## src/rtl/mips32_regfile_sb.sv

```systemverilog
// MIPS32 register file with a RAW/WAW pending-write scoreboard, write-through
// bypass on the read ports and a halt/drain FSM that stops issue until writebacks land.
module mips32_regfile_sb #(
    parameter int XLEN  = 32,
    parameter int NREGS = 32,
    parameter int NRD   = 2,
    localparam int AW   = $clog2(NREGS)
) (
    input  logic                clk_1,
    input  logic                rst,
    input  logic                iss_valid,
    output logic                iss_ready,
    input  logic [NRD*AW-1:0]   iss_rs,
    input  logic [NRD-1:0]      iss_rs_en,
    input  logic [AW-1:0]       iss_rd,
    input  logic                iss_rd_en,
    output logic [NRD*XLEN-1:0] rd_data,
    input  logic                wb_valid,
    input  logic [AW-1:0]       wb_rd,
    input  logic [XLEN-1:0]     wb_data,
    input  logic                hlt_req,
    input  logic                resume,
    output logic                halted,
    output logic [AW:0]         out_cnt,
    output logic                wb_err
);

    typedef enum logic [1:0] {
        ST_RUN    = 2'd0,
        ST_DRAIN  = 2'd1,
        ST_HALTED = 2'd2
    } state_t;

    state_t            state_r, state_nxt_s;
    logic [XLEN-1:0]   rf_r [NREGS];
    logic [NREGS-1:0]  pend_r, pend_nxt_s, pend_eff_s, wb_mask_s, set_mask_s;
    logic [AW:0]       cnt_r, cnt_nxt_s;
    logic              err_r, halted_r;
    logic              hazard_s, ready_s, fire_s, set_s, clr_s;

    function automatic logic [AW:0] popcount(input logic [NREGS-1:0] v);
        logic [AW:0] n;
        n = '0;
        for (int i = 0; i < NREGS; i++) begin
            n = n + (AW+1)'(v[i]);
        end
        return n;
    endfunction

    // Hazard detection and next scoreboard contents; a same-cycle set beats a clear.
    always_comb begin
        wb_mask_s  = '0;
        set_mask_s = '0;
        clr_s      = wb_valid & (wb_rd != AW'(0));
        if (clr_s) begin
            wb_mask_s[wb_rd] = 1'b1;
        end else begin
            wb_mask_s = '0;
        end
        pend_eff_s = pend_r & ~wb_mask_s;
        hazard_s   = iss_rd_en & (iss_rd != AW'(0)) & pend_eff_s[iss_rd];
        for (int i = 0; i < NRD; i++) begin
            hazard_s = hazard_s | (iss_rs_en[i] & pend_eff_s[iss_rs[i*AW +: AW]]);
        end
        ready_s = (state_r == ST_RUN) & ~hazard_s;
        fire_s  = iss_valid & ready_s;
        set_s   = fire_s & iss_rd_en & (iss_rd != AW'(0));
        if (set_s) begin
            set_mask_s[iss_rd] = 1'b1;
        end else begin
            set_mask_s = '0;
        end
        pend_nxt_s = (pend_r & ~wb_mask_s) | set_mask_s;
        cnt_nxt_s  = popcount(pend_nxt_s);
    end

    // Operand read with R0 hardwired to zero and writeback bypass.
    always_comb begin
        rd_data = '0;
        for (int i = 0; i < NRD; i++) begin
            if (iss_rs[i*AW +: AW] == AW'(0)) begin
                rd_data[i*XLEN +: XLEN] = '0;
            end else if (wb_valid && (wb_rd == iss_rs[i*AW +: AW])) begin
                rd_data[i*XLEN +: XLEN] = wb_data;
            end else begin
                rd_data[i*XLEN +: XLEN] = rf_r[iss_rs[i*AW +: AW]];
            end
        end
    end

    // Halt/drain next-state logic; DRAIN exits once the scoreboard empties.
    always_comb begin
        state_nxt_s = state_r;
        case (state_r)
            ST_RUN:    state_nxt_s = hlt_req ? ST_DRAIN : ST_RUN;
            ST_DRAIN:  state_nxt_s = (cnt_nxt_s == (AW+1)'(0)) ? ST_HALTED : ST_DRAIN;
            ST_HALTED: state_nxt_s = resume ? ST_RUN : ST_HALTED;
            default:   state_nxt_s = ST_RUN;
        endcase
    end

    // Register array write port.
    always_ff @(posedge clk_1 or negedge rst) begin
        if (!rst) begin
            for (int r = 0; r < NREGS; r++) begin
                rf_r[r] <= '0;
            end
        end else if (clr_s) begin
            rf_r[wb_rd] <= wb_data;
        end
    end

    // Scoreboard, pending count, error flag and FSM state.
    always_ff @(posedge clk_1 or negedge rst) begin
        if (!rst) begin
            pend_r   <= '0;
            cnt_r    <= '0;
            err_r    <= 1'b0;
            state_r  <= ST_RUN;
            halted_r <= 1'b0;
        end else begin
            pend_r   <= pend_nxt_s;
            cnt_r    <= cnt_nxt_s;
            err_r    <= err_r | (clr_s & ~pend_r[wb_rd]);
            state_r  <= state_nxt_s;
            halted_r <= (state_nxt_s == ST_HALTED);
        end
    end

    assign iss_ready = ready_s;
    assign halted    = halted_r;
    assign out_cnt   = cnt_r;
    assign wb_err    = err_r;

endmodule

```

## config.mk

```make
export PLATFORM = sky130hd
export DESIGN_NAME = mips32_regfile_sb
export DESIGN_NICKNAME = d
export VERILOG_FILES = /design/src/rtl/mips32_regfile_sb.sv
export SDC_FILE = /design/constraint.sdc
export NUM_CORES = 2
export LEC_CHECK = 0
export ABC_AREA = 1
export BUFFER_PORTS_ARGS = -buffer_cell sky130_fd_sc_hd__buf_2
export CORE_UTILIZATION = 36
export DETAILED_ROUTE_END_ITERATION = 7
export PLACE_DENSITY = 0.58
export SYNTH_ARGS = -nofsm -noshare
export SYNTH_HDL_FRONTEND = slang
export SYNTH_SLANG_ARGS = --single-unit
```

## constraint.sdc

```tcl
create_clock -name clk_1 -period 8.2 [get_ports clk_1]
set_input_delay 1.23 -clock clk_1 [delete_from_list [all_inputs] [get_ports clk_1]]
set_output_delay 1.23 -clock clk_1 [all_outputs]
set_load 0.05 [all_outputs]
```

==> flow_metrics.py <==
metrics = {
    "cells_and_area": {
        "area_growth_syn_to_layout_pct": 11.1,
        "final_common_cell": "o21ai_0",
        "nets": 7871,
        "layout_common_cells": "2063 x o21ai_0, 1440 x nand2_1, 1066 x dfrtp_1",
        "multi_input_area_um2": 27900,
        "final_util_pct": 40.4,
        "seq_area_um2": 26700,
        "fillers": 16713,
        "drive_above_1_share_pct": 8.11,
    },
    "grt": {
        "grt_max_degree": 164,
        "grt_pass1_vias": 54483,
        "antenna_found_initial": 23,
        "globalRouteTotalUtil_pct": 30.6,
        "grt_pass1_wl_um": 382000,
        "gr-total-overflow": 0,
    },
    "pwr": {
        "switchingPower_uw": 5590,
        "p_comb_share_pct": 23.3,
        "sequentialPowerShare_pct": 42.1,
        "power.leakage_uw": 0.0284,
        "p_per_area_nw_per_um2": 249,
        "swShare_pct": 34.0,
        "ir_drop_v": 0.000366,
        "p_int_uw": 10900,
        "clockPowerShare_pct": 34.6,
    },
    "timing": {
        "finalCriticalPeriod_ns": 7.34,
        "hold_violations": 0,
        "rsz0062_at_grt": "false",
        "finalSetupViolations": 0,
        "fmax_mhz": 136,
        "drv_slew": 0,
        "tightest_slew_ns": 1.29,
        "finalSetupTns_ns": 0,
        "fin_crit_sh_pct": 89.5,
        "finalClockSkew_ns": 0.0296,
        "slew_headroom_pct": 14.0,
    },
    "synthesis": {
        "synth-seq-cells": 1066,
        "ys_types": 49,
        "netlist_instances": 8109,
        "async_reset_ff_share_pct": 100,
        "yosysSeqAreaShare_pct": 45.0,
        "synth_edf_count": 0,
        "syn_nets": 8201,
        "synth_ff_type": "dfrtp_1",
        "avgSynthCellArea_um2": 7.32,
        "ys.warnings.count": 0,
        "synth_area_um2": 59300,
    },
    "setup_path": {
        "path_delay_family": "adder cells",
        "critPathMaxStageDelay_ns": 0.59,
        "cp-end-kind": "register",
        "crit_type": "primary input to register",
        "cp.buffers_inverters": 4,
        "cp.arrival_ns": 7.96,
        "start_kind": "primary input",
        "crit_path_top_delay_cell": "fa_1",
        "required_ns": 8.82,
        "worst-path-max-fanout": 9,
    },
    "job": {
        "drv_cap": 0,
    },
    "outcome": {
        "outcome": "finished, final reports clean",
    },
    "floorplan": {
        "die_w_um": 408,
        "io_pins": 134,
        "rows": 148,
        "core_um2": 163000,
        "initial_core_util_pct": 36.4,
        "die_area_um2": 166000,
        "die_y_um": 408,
    },
    "clocking": {
        "cts_hold_buf": 0,
        "cts_buffer_depth": 3,
        "cts_tree": "done",
        "h-tree-depth": 3,
        "cts_buffers": 121,
        "clock-sinks": 1066,
        "clockRootBuffer": "clkbuf_16",
        "clock_latency_ns": 0.75,
        "path_clk_slew_ns": 0.06,
        "cts-resized-gates": 0,
        "post_cts_buffers": 0,
    },
    "detailed_routing": {
        "dr.pass1.iters": 8,
        "drt_iter0_markers": 8396,
        "wl_per_cell_um": 26.0,
        "postRouteAntennaNets": 0,
        "routed-via-count": 59557,
        "drc": 0,
        "drt_wl_total_um": 262000,
        "via_per_inst": 5.92,
    },
    "placed_design": {
        "io_buffers": 133,
        "gp_congestion": 0.889,
        "place_hpwl_um": 146000,
    },
    "hold_path": {
        "min_path_type": "register to register",
    },
}
-- power by group through the flow --
stage	Sequential [uW]	Clock, uW	Combinational [uW]
after floorplan	6850	0	2610
after global placement	6950	0	3730
after detailed placement	6970	0	3800
after CTS	6890	5750	3810
after global routing	7030	5970	4330
final	6920	5690	3840
-- path summary, 6_finish.rpt --
path	endpoint	from	slack, ns	depth (start not counted)
min reg2reg	rf_r[1010]	rf_r[1010]	0.40	0
max reg2reg	state_r[0]	pend_r[3]	1.55	30
min in group asynchronous	rf_r[157]	rst	0.45	1
max	state_r[0]	wb_rd[2]	0.86	33
min	rf_r[1010]	rf_r[1010]	0.40	0
max in group asynchronous	rf_r[835]	rst	5.79	3
-- stage by stage --
stage | cells | cell area [um2] | setup WS, ns | hold slack, ns | total power [uW]
3_3_place_gp | 9831 | 61800 | 0.0926 | 0.387 | 10700
2_1_floorplan | 8109 | 59300 | 0.826 | 0.451 | 9460
3_5_place_dp | 9831 | 61800 | 0.118 | 0.390 | 10800
4_1_cts | 10056 | 65900 | 0.856 | 0.404 | 16500
5_1_grt | 10061 | 65900 | 0.346 | 0.412 | 17300
6_report | 10068 | 65900 | 0.864 | 0.402 | 16500
-- per-layer routing --
layer | share of wire, % | routed length [um] | vias up | GRT usage (%)
li1 | - | - | 26804 | -
met1 | 41 | 108000 | 28474 | 42.1
met2 | 43 | 112000 | 3608 | 45.5
met3 | 11 | 28900 | 663 | 6.87
met4 | 5.0 | 13100 | 8 | 14.5
met5 | 0.022 | 58 | - | 0
-- cell type report --
type                            instances  area share (%)
Inverter                              487            2.83
Tap cell                             2175            4.13
Timing Repair Buffer                  358            3.98
Sequential cell                      1066            40.5
Multi-Input combinational cell       5745            42.3
Antenna cell                           12          0.0455
Clock buffer                          170            5.33
Clock inverter                         55           0.937
-- cells in the mapped netlist (all sizes together), types with 4 or more instances --
library cell	count	area, um2
ha	7	87.6
a21oi	856	4280
o211ai	173	1300
nor2	547	2080
a221oi	5	43.8
o22ai	45	282
clkbuf	641	2410
nand3	420	2130
clkinv	5	18.8
a211oi	37	278
o21ai	2068	10400
fa	24	480
dfrtp	1066	26700
inv	482	1810
o21bai	7	60.1
buf	170	757
nand4	11	75.1
o221ai	31	272
a2111oi	4	35.0
o2111ai	19	166
o41ai	7	61.3
a31oi	4	25.0
nor4	4	31.3
nand2	1458	5480
-- logic make-up after synthesis --
logic type / after synthesis / synth area share (%)
AOI/OAI and AO/OA: 3267 / 29.1
and+or+nand+nor: 2443 / 16.5
buffers and inverters: 1298 / 8.41
DFF: 1066 / 45.0
adders and majority gates: 31 / 0.957
xor gates and xnor gates: 4 / 0.0591
-- sequential cells by signal (all words and copies together), names as in the netlist --
| signal | count |
|---|---|
| rf_r | 1024 |
| pend_r | 32 |
| out_cnt | 6 |
| state_r | 2 |
| halted | 1 |
| wb_err | 1 |
-- worst register-to-register path: cells and delay by family, from the launching register on --
family / cells / cell delay [ns]
AND/OR/NAND/NOR: 17 / 1.92
buffers and inverters: 3 / 0.31
adder cells (fa/ha/maj): 8 / 3.68
flip-flops: 1 / 0.37
AO/OA/AOI/OAI: 1 / 0.15
XOR/XNOR: 1 / 0.09
Note: power is estimated with default switching activity, not from simulation.
